`config.mk`:
```
export PLATFORM = sky130hd
export DESIGN_NAME = sim_watchdog
export DESIGN_NICKNAME = d
export VERILOG_FILES = /design/src/rtl/sim_watchdog_pkg.sv /design/src/rtl/sim_watchdog_stall.sv /design/src/rtl/sim_watchdog.sv
export SDC_FILE = /design/constraint.sdc
export NUM_CORES = 1
export LEC_CHECK = 0
export CORE_MARGIN = 8
export CORE_UTILIZATION = 51
export DETAILED_ROUTE_END_ITERATION = 7
export HOLD_SLACK_MARGIN = 0.05
export PLACE_DENSITY_LB_ADDON = 0.25
export SLEW_MARGIN = 10
export SYNTH_ARGS = -nofsm -noshare
export SYNTH_HDL_FRONTEND = slang
export SYNTH_SLANG_ARGS = --single-unit
```
`constraint.sdc`:
```
create_clock -name clock -period 9.9 [get_ports clock]
set_clock_uncertainty 0.1 [all_clocks]
set_input_delay 2.475 -clock clock [delete_from_list [all_inputs] [get_ports clock]]
set_output_delay 2.475 -clock clock [all_outputs]
set_load 0.02 [all_outputs]
```
`src/rtl/sim_watchdog_pkg.sv`:
```
// Shared types for the simulation run controller / watchdog: run state,
// verdict reason and the hart-index width helper.
package sim_watchdog_pkg;

  typedef enum logic [1:0] {
    ST_RUN  = 2'd0,
    ST_PASS = 2'd1,
    ST_FAIL = 2'd2
  } state_e;

  typedef enum logic [1:0] {
    RSN_NONE    = 2'd0,
    RSN_EXT     = 2'd1,
    RSN_HANG    = 2'd2,
    RSN_TIMEOUT = 2'd3
  } reason_e;

  localparam int MAX_HARTS = 16;

  // A single hart still needs a one-bit index port.
  function automatic int hart_w(input int nharts);
    return (nharts > 1) ? $clog2(nharts) : 1;
  endfunction

endpackage

```
`src/rtl/sim_watchdog_stall.sv`:
```
// Per-hart no-commit counter: clears on a commit, counts idle RUN cycles
// (saturating) and flags a hang when the count equals a non-zero limit.
module sim_watchdog_stall #(
  parameter int STALL_W = 32
) (
  input  logic               clock,
  input  logic               reset_n,
  input  logic               run,
  input  logic               valid,
  input  logic [STALL_W-1:0] limit,
  output logic               hang
);

  logic [STALL_W-1:0] stall_q, stall_d;

  // NOTE: every signal written in always_comb gets a default first, so no
  // path leaves it unassigned and no latch is inferred.
  always_comb begin
    stall_d = stall_q;
    if (run) begin
      if (valid) begin
        stall_d = '0;
      end else if (stall_q != '1) begin
        stall_d = stall_q + STALL_W'(1);
      end
    end
  end

  // NOTE: state registers use non-blocking assignments and reset
  // asynchronously on the falling edge of reset_n.
  always_ff @(posedge clock or negedge reset_n) begin
    if (!reset_n) begin
      stall_q <= '0;
    end else begin
      stall_q <= stall_d;
    end
  end

  assign hang = (limit != '0) && (stall_q == limit);

endmodule

```
`src/rtl/sim_watchdog.sv`:
```
// Run controller and watchdog: sticky PASS/FAIL verdict, fail reason,
// cycle/retire counters and wave-dump window. Hang detection is built only
// when SIM_WATCHDOG_HANG_EN is defined.
module sim_watchdog
  import sim_watchdog_pkg::*;
#(
  parameter int NHARTS  = 1,
  parameter int CNT_W   = 64,
  parameter int STALL_W = 32
) (
  input  logic                      clock,
  input  logic                      reset_n,
  input  logic [CNT_W-1:0]          cfg_max_cycles,
  input  logic [CNT_W-1:0]          cfg_dump_start,
  input  logic                      cfg_dump_en,
  input  logic [STALL_W-1:0]        cfg_stall_limit,
  input  logic [NHARTS-1:0]         trace_valid,
  input  logic                      finish_req,
  input  logic                      fail_req,
  output logic [1:0]                state,
  output logic [1:0]                reason,
  output logic [hart_w(NHARTS)-1:0] fail_hart,
  output logic                      done,
  output logic [CNT_W-1:0]          cycle_cnt,
  output logic [CNT_W-1:0]          retire_cnt,
  output logic                      wave_en
);

  localparam int HART_W = hart_w(NHARTS);
  localparam int POP_W  = $clog2(NHARTS + 1);

  state_e            state_q, state_d;
  reason_e           reason_q, reason_d;
  logic [HART_W-1:0] fail_hart_q, fail_hart_d;
  logic              done_q, done_d;
  logic [CNT_W-1:0]  cycle_q, cycle_d;
  logic [CNT_W-1:0]  retire_q, retire_d;
  logic              wave_q, wave_d;

  logic              run;
  logic [NHARTS-1:0] hang;
  logic              any_hang;
  logic [HART_W-1:0] hang_idx;
  logic              timeout;
  logic [POP_W-1:0]  pop;
  logic [CNT_W:0]    retire_sum;

  assign run = (state_q == ST_RUN);

`ifdef SIM_WATCHDOG_HANG_EN
  for (genvar g = 0; g < NHARTS; g++) begin : g_stall
    sim_watchdog_stall #(
      .STALL_W (STALL_W)
    ) u_stall (
      .clock   (clock),
      .reset_n (reset_n),
      .run     (run),
      .valid   (trace_valid[g]),
      .limit   (cfg_stall_limit),
      .hang    (hang[g])
    );
  end

  // Scanning downwards leaves the lowest hung index as the final winner.
  always_comb begin
    hang_idx = '0;
    for (int i = NHARTS - 1; i >= 0; i--) begin
      if (hang[i]) hang_idx = HART_W'(i);
    end
  end
`else
  logic stall_cfg_unused;
  assign stall_cfg_unused = ^cfg_stall_limit;
  assign hang             = '0;
  assign hang_idx         = '0;
`endif

  assign any_hang = |hang;
  assign timeout  = (cfg_max_cycles != '0) && (cycle_q == cfg_max_cycles);

  always_comb begin
    pop = '0;
    for (int i = 0; i < NHARTS; i++) begin
      pop = pop + POP_W'(trace_valid[i]);
    end
  end

  // One spare bit catches the carry so the retire count can saturate.
  assign retire_sum = {1'b0, retire_q} + (CNT_W + 1)'(pop);

  always_comb begin
    state_d     = state_q;
    reason_d    = reason_q;
    fail_hart_d = fail_hart_q;
    if (run) begin
      if (fail_req) begin
        state_d  = ST_FAIL;
        reason_d = RSN_EXT;
      end else if (any_hang) begin
        state_d     = ST_FAIL;
        reason_d    = RSN_HANG;
        fail_hart_d = hang_idx;
      end else if (timeout) begin
        state_d  = ST_FAIL;
        reason_d = RSN_TIMEOUT;
      end else if (finish_req) begin
        state_d  = ST_PASS;
        reason_d = RSN_NONE;
      end
    end
  end

  // The verdict edge is still a RUN edge, so counters advance on it and
  // freeze from the next edge on.
  always_comb begin
    cycle_d  = cycle_q;
    retire_d = retire_q;
    if (run) begin
      if (cycle_q != '1) cycle_d = cycle_q + CNT_W'(1);
      retire_d = retire_sum[CNT_W] ? '1 : retire_sum[CNT_W-1:0];
    end
  end

  assign done_d = run && (state_d != ST_RUN);
  assign wave_d = cfg_dump_en && (state_d == ST_RUN) && (cycle_d >= cfg_dump_start);

  always_ff @(posedge clock or negedge reset_n) begin
    if (!reset_n) begin
      state_q     <= ST_RUN;
      reason_q    <= RSN_NONE;
      fail_hart_q <= '0;
      done_q      <= 1'b0;
      cycle_q     <= '0;
      retire_q    <= '0;
      wave_q      <= 1'b0;
    end else begin
      state_q     <= state_d;
      reason_q    <= reason_d;
      fail_hart_q <= fail_hart_d;
      done_q      <= done_d;
      cycle_q     <= cycle_d;
      retire_q    <= retire_d;
      wave_q      <= wave_d;
    end
  end

  assign state      = state_q;
  assign reason     = reason_q;
  assign fail_hart  = fail_hart_q;
  assign done       = done_q;
  assign cycle_cnt  = cycle_q;
  assign retire_cnt = retire_q;
  assign wave_en    = wave_q;

endmodule

```
After elaboration in Yosys (flattened, before gate mapping)
Index checks and enable logic that the tools add are counted.

Register bits after elaboration: 134. Bits of input ports: 166. Output and inout bits: 135. Word-level logic and storage cells: 31.

$add $sub $neg: 2. Order comparisons: 1. Equality and inequality tests: 2. Multiplexer cells: 10. Reductions and logical operators: 10.

Operators by type and width (count): two-way mux 64 bit (3); adder 64 x 1 -> 65 bit (1); adder 64 x 1 -> 64 bit (second input constant) (1); equality test 64 bit (1); greater-or-equal comparator 64 bit (1); != test 64 bit (second input constant) (1); nonzero test 64 bit (1); two-way mux 2 bit (7); logical AND 1 bit (4); logical NOT 2 bit (2); nonzero test 3 bit (1); AND reduction 2 bit (1); nonzero test 2 bit (1).

Longest topological paths before layout
Gate-level depths: netlist of run 1.

Depth after elaboration: 8. Gate-level depth with buffers: 17. Gate-level depth less buffers: 14.

Worst setup path before layout of run 1
Ideal clock, no wire load.

Path kind: input to register. Start: input trace_valid. End: register retire_q[0] (netlist: retire_cnt[0]). Setup time: 69 ps. Data arrival time: 4540 ps. Required time: 9731 ps. Setup slack: 5191 ps. Stages on the path: 10. Buffers on the path: 2. Path through: ha_1 -> ha_1 -> and2_1 -> nand2_1 -> nor4_2 -> nand3_1 -> or3_1 -> clkbuf_1 -> clkbuf_1 -> nand3_1.

Cells in the longest elaborated chain, start to end: 2.

Ends and longest elaborated chain: start: declaration (line sim_watchdog.sv:17) `input logic [NHARTS-1:0] trace_valid,`; adder 64 x 1 -> 65 bit (line sim_watchdog.sv:89) `assign retire_sum = {1'b0, retire_q} + (CNT_W + 1)'(pop);`; two-way mux 64 bit (line sim_watchdog.sv:120) `retire_d = retire_sum[CNT_W] ? '1 : retire_sum[CNT_W-1:0];`; end signal: assignment (line sim_watchdog.sv:142) `retire_q <= retire_d;`; end: declaration (line sim_watchdog.sv:37) `logic [CNT_W-1:0] retire_q, retire_d;`.

No other way between the ends. A chain may end at the register's enable or synchronous reset.

Worst setup path after layout of run 1
Start: input trace_valid. End: register retire_q[3] (netlist: retire_cnt[3]).

Same word-level chain as after synthesis.

==> results of run 1 <==
-- synthesized netlist by cell type (28+ instances only) --
cell type	instances	share of area, %
a21oi_1	30	1.7
and3_1	28	1.9
dfrtp_1	134	37
ha_1	67	9.3
inv_1	75	3.1
nand2_1	113	4.7
nand3_1	72	4.0
nand4_1	73	5.0
nor2_1	44	1.8
nor4_1	37	2.6
xnor2_1	89	8.6
xor2_1	82	7.9
-- report_power, final --
group / total [mW] / internal, mW / leakage (nW) / switching [mW]
clock network: 0.645 / 0.377 / 0.278 / 0.268
registers: 0.548 / 0.548 / 1.85 / 0
logic: 0.113 / 0.0632 / 3.61 / 0.0503
-- registers in the layout, summed over array words and instances, names as in the netlist --
name	flops
wave_en	1
retire_cnt	64
cycle_cnt	64
state	2
reason	2
done	1
-- metal layers --
layer  GRT usage, %  vias to the layer above  share of wire (%)
met5              0                        -                  0
met4           10.3                        0                3.2
met3           8.80                       73                9.8
met2           46.9                      429                 48
met1           33.7                     4246                 39
li1               -                     4127                  -
-- layout make-up --
cell class	count	area, um^2	share of cell area, %
clock buffers	17	425	3.40
clock inverters	14	165	1.32
diodes	1	2.50	0.0200
inverters	75	282	2.25
well taps	225	282	2.25
flip-flops and latches	134	3350	26.8
multi-input cells	776	5310	42.4
repair buffers	272	2710	21.6
-- worst reg2reg max path: stages (launching register included) --
cell      delay (ns)
dfrtp_1         0.50
nand4_1         0.23
nor3_1          0.79
and3_1          0.35
a21boi_1        0.93
nand4_1         0.22
xnor2_1         0.24
ha_1            0.33
nand4_1         0.14
nor4_1          0.49
nand3_1         0.28
nor2_1          0.23
o21ai_0         0.11
a211oi_1        0.23
-- kinds of logic (layout without fill, tap and decap cells) --
logic type | Yosys count | in the layout
simple gates | 452 | 452
xor+xnor | 171 | 171
flops | 134 | 134
buf+inv | 102 | 378
compound gates | 84 | 84
fa+ha+maj | 67 | 67
other cells | 1 | 2
mux | 1 | 1
-- per-stage QoR --
stage	utilization, %	setup slack (ns)	area [um^2]
after detailed placement	68.8	3.85	11900
after CTS	72.2	4.28	12500
final	72.2	4.29	12500
after floorplan	-	5.19	9050
after global placement	68.8	3.85	11900
after global routing	72.2	4.09	12500
-- cells in the final DEF, fill, tap and decap left out, types with 3 or more instances in the layout --
| cell | count |
|---|---|
| a221oi_1 | 3 |
| and4_1 | 16 |
| or3_1 | 8 |
| nand2_1 | 113 |
| nand4_1 | 73 |
| xnor2_1 | 89 |
| a21o_1 | 3 |
| buf_4 | 6 |
| nor2b_1 | 4 |
| a31oi_1 | 5 |
| clkbuf_16 | 17 |
| ha_1 | 67 |
| inv_1 | 75 |
| dfrtp_1 | 134 |
| nor2_1 | 44 |
| clkdlybuf4s50_1 | 266 |
| o21ai_0 | 20 |
| and2_1 | 8 |
| a21oi_1 | 29 |
| xor2_1 | 82 |
| clkinvlp_4 | 4 |
| nor3_1 | 25 |
| nor4_1 | 37 |
| inv_6 | 6 |
| and3_1 | 28 |
| o31ai_1 | 6 |
| nand3_1 | 72 |
| or4_1 | 8 |
-- final timing paths --
kind / from / to / slack (ns)
max in group asynchronous: reset_n / cycle_cnt[22]$_DFF_PN0_ / 6.74
min in group asynchronous: reset_n / retire_cnt[15]$_DFFE_PN0N_ / 1.92
hold reg to reg: reason[0]$_DFFE_PN0P_ / reason[0]$_DFFE_PN0P_ / 0.43
setup reg to reg: cycle_cnt[2]$_DFF_PN0_ / wave_en$_DFF_PN0_ / 4.65
hold / removal: reason[0]$_DFFE_PN0P_ / reason[0]$_DFFE_PN0P_ / 0.43
setup / recovery: trace_valid / retire_cnt[3]$_DFFE_PN0N_ / 4.29
==> out/qor.csv, run 1 <==
stage,metric,value,unit
clock_network,CTS tree,yes,
logic_synthesis,mux cell area share after synthesis,0.124,%
drt,DR vias,8875,
critical_path,worst setup path class,in2reg,
final_layout,fraction of layout cells with a size suffix above 1,3.73,%
final_layout,Final #Nets,1509,
timing,f_max,178,MHz
critical_path,Buf/Inv on CP,2,
timing,final setup violation count,0,
status,status,"complete, no violations",
placement,placed instance count,1482,
logic_synthesis,Synth Area per Inst,8.95,um^2
global_routing,vias in the first global route,8877,
global_routing,global route total overflow,0,
critical_path,R2R depth,13,
clock_network,Clock transition at path regs,0.07,ns
global_routing,largest net degree at the start of global routing,48,
critical_path,crit-path max cell delay,0.80,ns
logic_synthesis,simple-gate area share of the yosys netlist,26.9,%
logic_synthesis,syn nets,1245,
logic_synthesis,complex-gate fraction of the synthesized area,5.78,%
power_and_ir_drop,Worst VDD drop,0.114,mV
timing,RSZ-0062 raised after global routing,no,
logic_synthesis,Syn Inst Count,1012,
logic_synthesis,Mapped Area,9050,um^2
clock_network,post-CTS setup buffers,0,
timing,Hold WS,0.426,ns
clock_network,# hold bufs at CTS,0,
critical_path,required time worst endpoint,10.15,ns
critical_path,Worst Path Arrival,5.86,ns
floorplan,Site Rows,48,
critical_path,Worst setup EP type,flip-flop,
clock_network,H-Tree Depth,4,
floorplan,IO Pins,301,
clock_network,clk_lat worst skew,0.43,ns
logic_synthesis,post-synthesis sequential area ratio,37.0,%
logic_synthesis,Synth Warn #,0,
global_routing,initial antenna violation count,1,
global_routing,global-route wire length before repair,48700,um
timing,"Slew Viols, Final",0,
min_path,WHS Path Cells,2,
drt,Detail Route Antenna Nets,0,
power_and_ir_drop,Leakage,5.73,nW
power_and_ir_drop,Pwr Density,104,nW/um^2
logic_synthesis,Yosys cell types,57,
timing,max_slew headroom,23.4,%
floorplan,die area,22300,um^2
drt,average wire per standard cell,20.9,um
timing,final worst-path cycle share,56.7,%
logic_synthesis,Synth Flop Type,dfrtp_1,
critical_path,cell family with most CP delay,simple AND/OR/NAND/NOR gates,
drt,Vias/cell,5.86,
clock_network,clock sinks,134,
clock_network,TritonCTS buffer count,17,
logic_synthesis,Synth Area in Adders,9.26,%
placement,HPWL Detailed,25600,um
global_routing,Global Route Usage Sum,28.2,%
floorplan,Starting Density,52.2,%
clock_network,Post-CTS Resized,0,
critical_path,Worst path slowest cell,nor4_2,
critical_path,CP Cell Sequence,"clkdlybuf4s50_1, ha_1, ha_1, and2_1, nand2_1, nor4_2, nand3_1, or3_1, buf_4, o21ai_0",
placement,number of I/O port buffers,267,
logic_synthesis,number of synthesized register bits,134,
logic_synthesis,number of flops mapped to enable cells by yosys,0,
critical_path,crit path max fanout,36,
timing,final hold viol count,0,
floorplan,Die W,149,um
placement,GPL Wtd Cong,1.05,
logic_synthesis,main combinational cell family by area after synthesis,simple AND/OR/NAND/NOR gates,
floorplan,Core Area,17400,um^2
clock_network,CTS Buffer Depth,2,
drt,drt first pass iters,8,
drt,initial drt markers,669,
logic_synthesis,XOR/XNOR Fraction of Synth Area,16.5,%
min_path,HP Class,reg2reg,
run,maxcap violations,0,
drt,DRC Markers,0,
logic_synthesis,ys async rst share,100,%
final_layout,Filler Cell Count,1395,
drt,Total Wirelength,31600,um
final_layout,P&R area growth vs syn,38.3,%
final_layout,fin cells,1514,
timing,worst-margin pin slew,1.15,ns
clock_network,CTS root buf,clkbuf_16,
timing,setup_tns,0,ns
power_and_ir_drop,Overall Power,1.31,mW
critical_path,Setup crit start kind,primary input,
floorplan,Die H,149,um
critical_path,Worst path depth,10,
timing,Final min period,5.61,ns
critical_path,most frequent CP cell,ha_1,
(Power assumes the default switching activity.)
==> run 2, diff against run 1 <==
--- a/config.mk
+++ b/config.mk
@@ -6,7 +6,7 @@
 export NUM_CORES = 1
 export LEC_CHECK = 0
 export CORE_MARGIN = 8
-export CORE_UTILIZATION = 51
+export CORE_UTILIZATION = 43
 export DETAILED_ROUTE_END_ITERATION = 7
 export HOLD_SLACK_MARGIN = 0.05
 export PLACE_DENSITY_LB_ADDON = 0.25
==> constraint.sdc (replaced) <==
create_clock -name clock -period 4.89 [get_ports clock]
set_clock_uncertainty 0.1 [all_clocks]
set_input_delay 1.2225 -clock clock [delete_from_list [all_inputs] [get_ports clock]]
set_output_delay 1.2225 -clock clock [all_outputs]
set_load 0.02 [all_outputs]
==> out/qor.csv, run 2 (synthesis results as in run 1) <==
stage,metric,value,unit
global_routing,global route total overflow,0,
final_layout,P&R area growth vs syn,40.7,%
placement,number of I/O port buffers,267,
critical_path,worst setup path class,reg2reg,
global_routing,vias in the first global route,9161,
final_layout,cell area after layout,12700,um^2
global_routing,initial antenna violation count,0,
timing,setup_tns,0,ns
clock_network,Clock transition at path regs,0.06,ns
drt,DR vias,8739,
clock_network,H-Tree Depth,4,
drt,met1 WL,12900,um
floorplan,IO Pins,301,
drt,DRC Markers,0,
drt,top sig layer,met4,
timing,final hold viol count,0,
drt,Vias/cell,5.53,
global_routing,Global Route Usage Sum,24.6,%
placement,GPL Wtd Cong,0.953,
power_and_ir_drop,Pwr Density,211,nW/um^2
floorplan,Die H,161,um
timing,final worst-path cycle share,91.4,%
drt,met2 WL,15200,um
drt,average wire per standard cell,20.3,um
clock_network,CTS tree,yes,
critical_path,Worst setup EP type,flip-flop,
clock_network,# hold bufs at CTS,0,
clock_network,clk_lat worst skew,0.42,ns
drt,drt first pass iters,5,
power_and_ir_drop,Worst VDD drop,0.197,mV
drt,Detail Route Antenna Nets,0,
clock_network,CTS Buffer Depth,2,
critical_path,required time worst endpoint,5.11,ns
final_layout,"leading cell type in the layout, fill and taps excluded",clkdlybuf4s50_1,
critical_path,Setup crit start kind,flip-flop,
placement,dpl cell area,12100,um^2
clock_network,post-CTS setup buffers,0,
floorplan,die area,26000,um^2
run,maxcap violations,0,
final_layout,Filler Cell Count,1815,
timing,Final min period,4.47,ns
clock_network,CTS root buf,clkbuf_16,
final_layout,storage element area,3350,um^2
timing,max_slew headroom,45.6,%
floorplan,Core Area,20800,um^2
global_routing,global-route wire length before repair,50300,um
floorplan,Starting Density,43.5,%
timing,worst-margin pin slew,0.809,ns
drt,initial drt markers,574,
critical_path,crit path max fanout,5,
clock_network,Post-CTS Resized,0,
critical_path,Worst Path Arrival,4.69,ns
final_layout,ant diodes,0,
floorplan,Site Rows,53,
power_and_ir_drop,Leakage,5.84,nW
timing,RSZ-0062 raised after global routing,no,
placement,HPWL Detailed,26100,um
timing,"Slew Viols, Final",0,
final_layout,Final #Nets,1526,
timing,f_max,224,MHz
min_path,HP Class,reg2reg,
timing,final setup violation count,0,
final_layout,most frequent cells in the layout,"clkdlybuf4s50_1 (266), dfrtp_1 (134), nand2_1 (113), xnor2_1 (89), xor2_1 (82)",
final_layout,fraction of layout cells with a size suffix above 1,4.91,%
global_routing,largest net degree at the start of global routing,88,
drt,WL met3,2710,um
status,status,"complete, no violations",
clock_network,clock sinks,134,
drt,Total Wirelength,32000,um
clock_network,TritonCTS buffer count,17,
floorplan,Die W,161,um
final_layout,area of the multi-input gates,5310,um^2
final_layout,fin util,61.2,%
[run 2: critical path, cell delays in order (launching register included)]
cell       delay [ns]
dfrtp_1          0.44
nand4_1          0.23
or3_1            0.49
or4_1            0.53
o2111ai_1        0.44
nor3_1           0.11
xnor2_1          0.18
ha_1             0.34
and4_1           0.22
nor4bb_1         0.51
o21ai_0          0.19
a21oi_1          0.27
nor4_1           0.12
a211oi_1         0.21
[run 2: final cells by class]
type / instances / area share [%]
Clock buffer: 17 / 3.34
Clock inverter: 13 / 1.43
Inverter: 75 / 2.21
Multi-Input combinational cell: 776 / 41.7
Sequential cell: 134 / 26.3
Tap cell: 275 / 2.70
Timing Repair Buffer: 289 / 22.3
[run 2: metrics by stage]
stage | setup slack (ns) | power [mW] | std cells | hold WS, ns
3_3_place_gp | 0.529 | 1.36 | 1549 | 0.402
6_report | 0.419 | 2.68 | 1579 | 0.422
3_5_place_dp | 0.526 | 1.36 | 1549 | 0.415
5_1_grt | 0.157 | 2.78 | 1579 | 0.465
4_1_cts | 0.478 | 2.71 | 1579 | 0.429
2_1_floorplan | 1.12 | 1.19 | 1012 | 0.511
[run 2: layer usage]
layer | vias to the layer above | track usage, %
li1 | 4171 | -
met1 | 4108 | 29.1
met2 | 388 | 41.2
met3 | 72 | 7.51
met4 | 0 | 9.68
met5 | - | 0
[run 2: final timing paths]
| check | startpoint | end | slack [ns] | cells past startpoint |
|---|---|---|---|---|
| max in group asynchronous | reset_n | cycle_cnt[21]$_DFF_PN0_ | 3.02 | 2 |
| min | reason[0]$_DFFE_PN0P_ | reason[0]$_DFFE_PN0P_ | 0.42 | 2 |
| min reg2reg | reason[0]$_DFFE_PN0P_ | reason[0]$_DFFE_PN0P_ | 0.42 | 2 |
| max reg2reg | cycle_cnt[55]$_DFF_PN0_ | wave_en$_DFF_PN0_ | 0.42 | 13 |
| max | cycle_cnt[55]$_DFF_PN0_ | wave_en$_DFF_PN0_ | 0.42 | 13 |
| min in group asynchronous | reset_n | retire_cnt[11]$_DFFE_PN0N_ | 0.78 | 1 |
[run 2: report_power, final]
part	internal [mW]	switching, mW	leakage [nW]
clock network	0.846	0.497	0.287
registers	1.11	0	1.85
logic	0.129	0.102	3.70
total	2.08	0.599	5.84
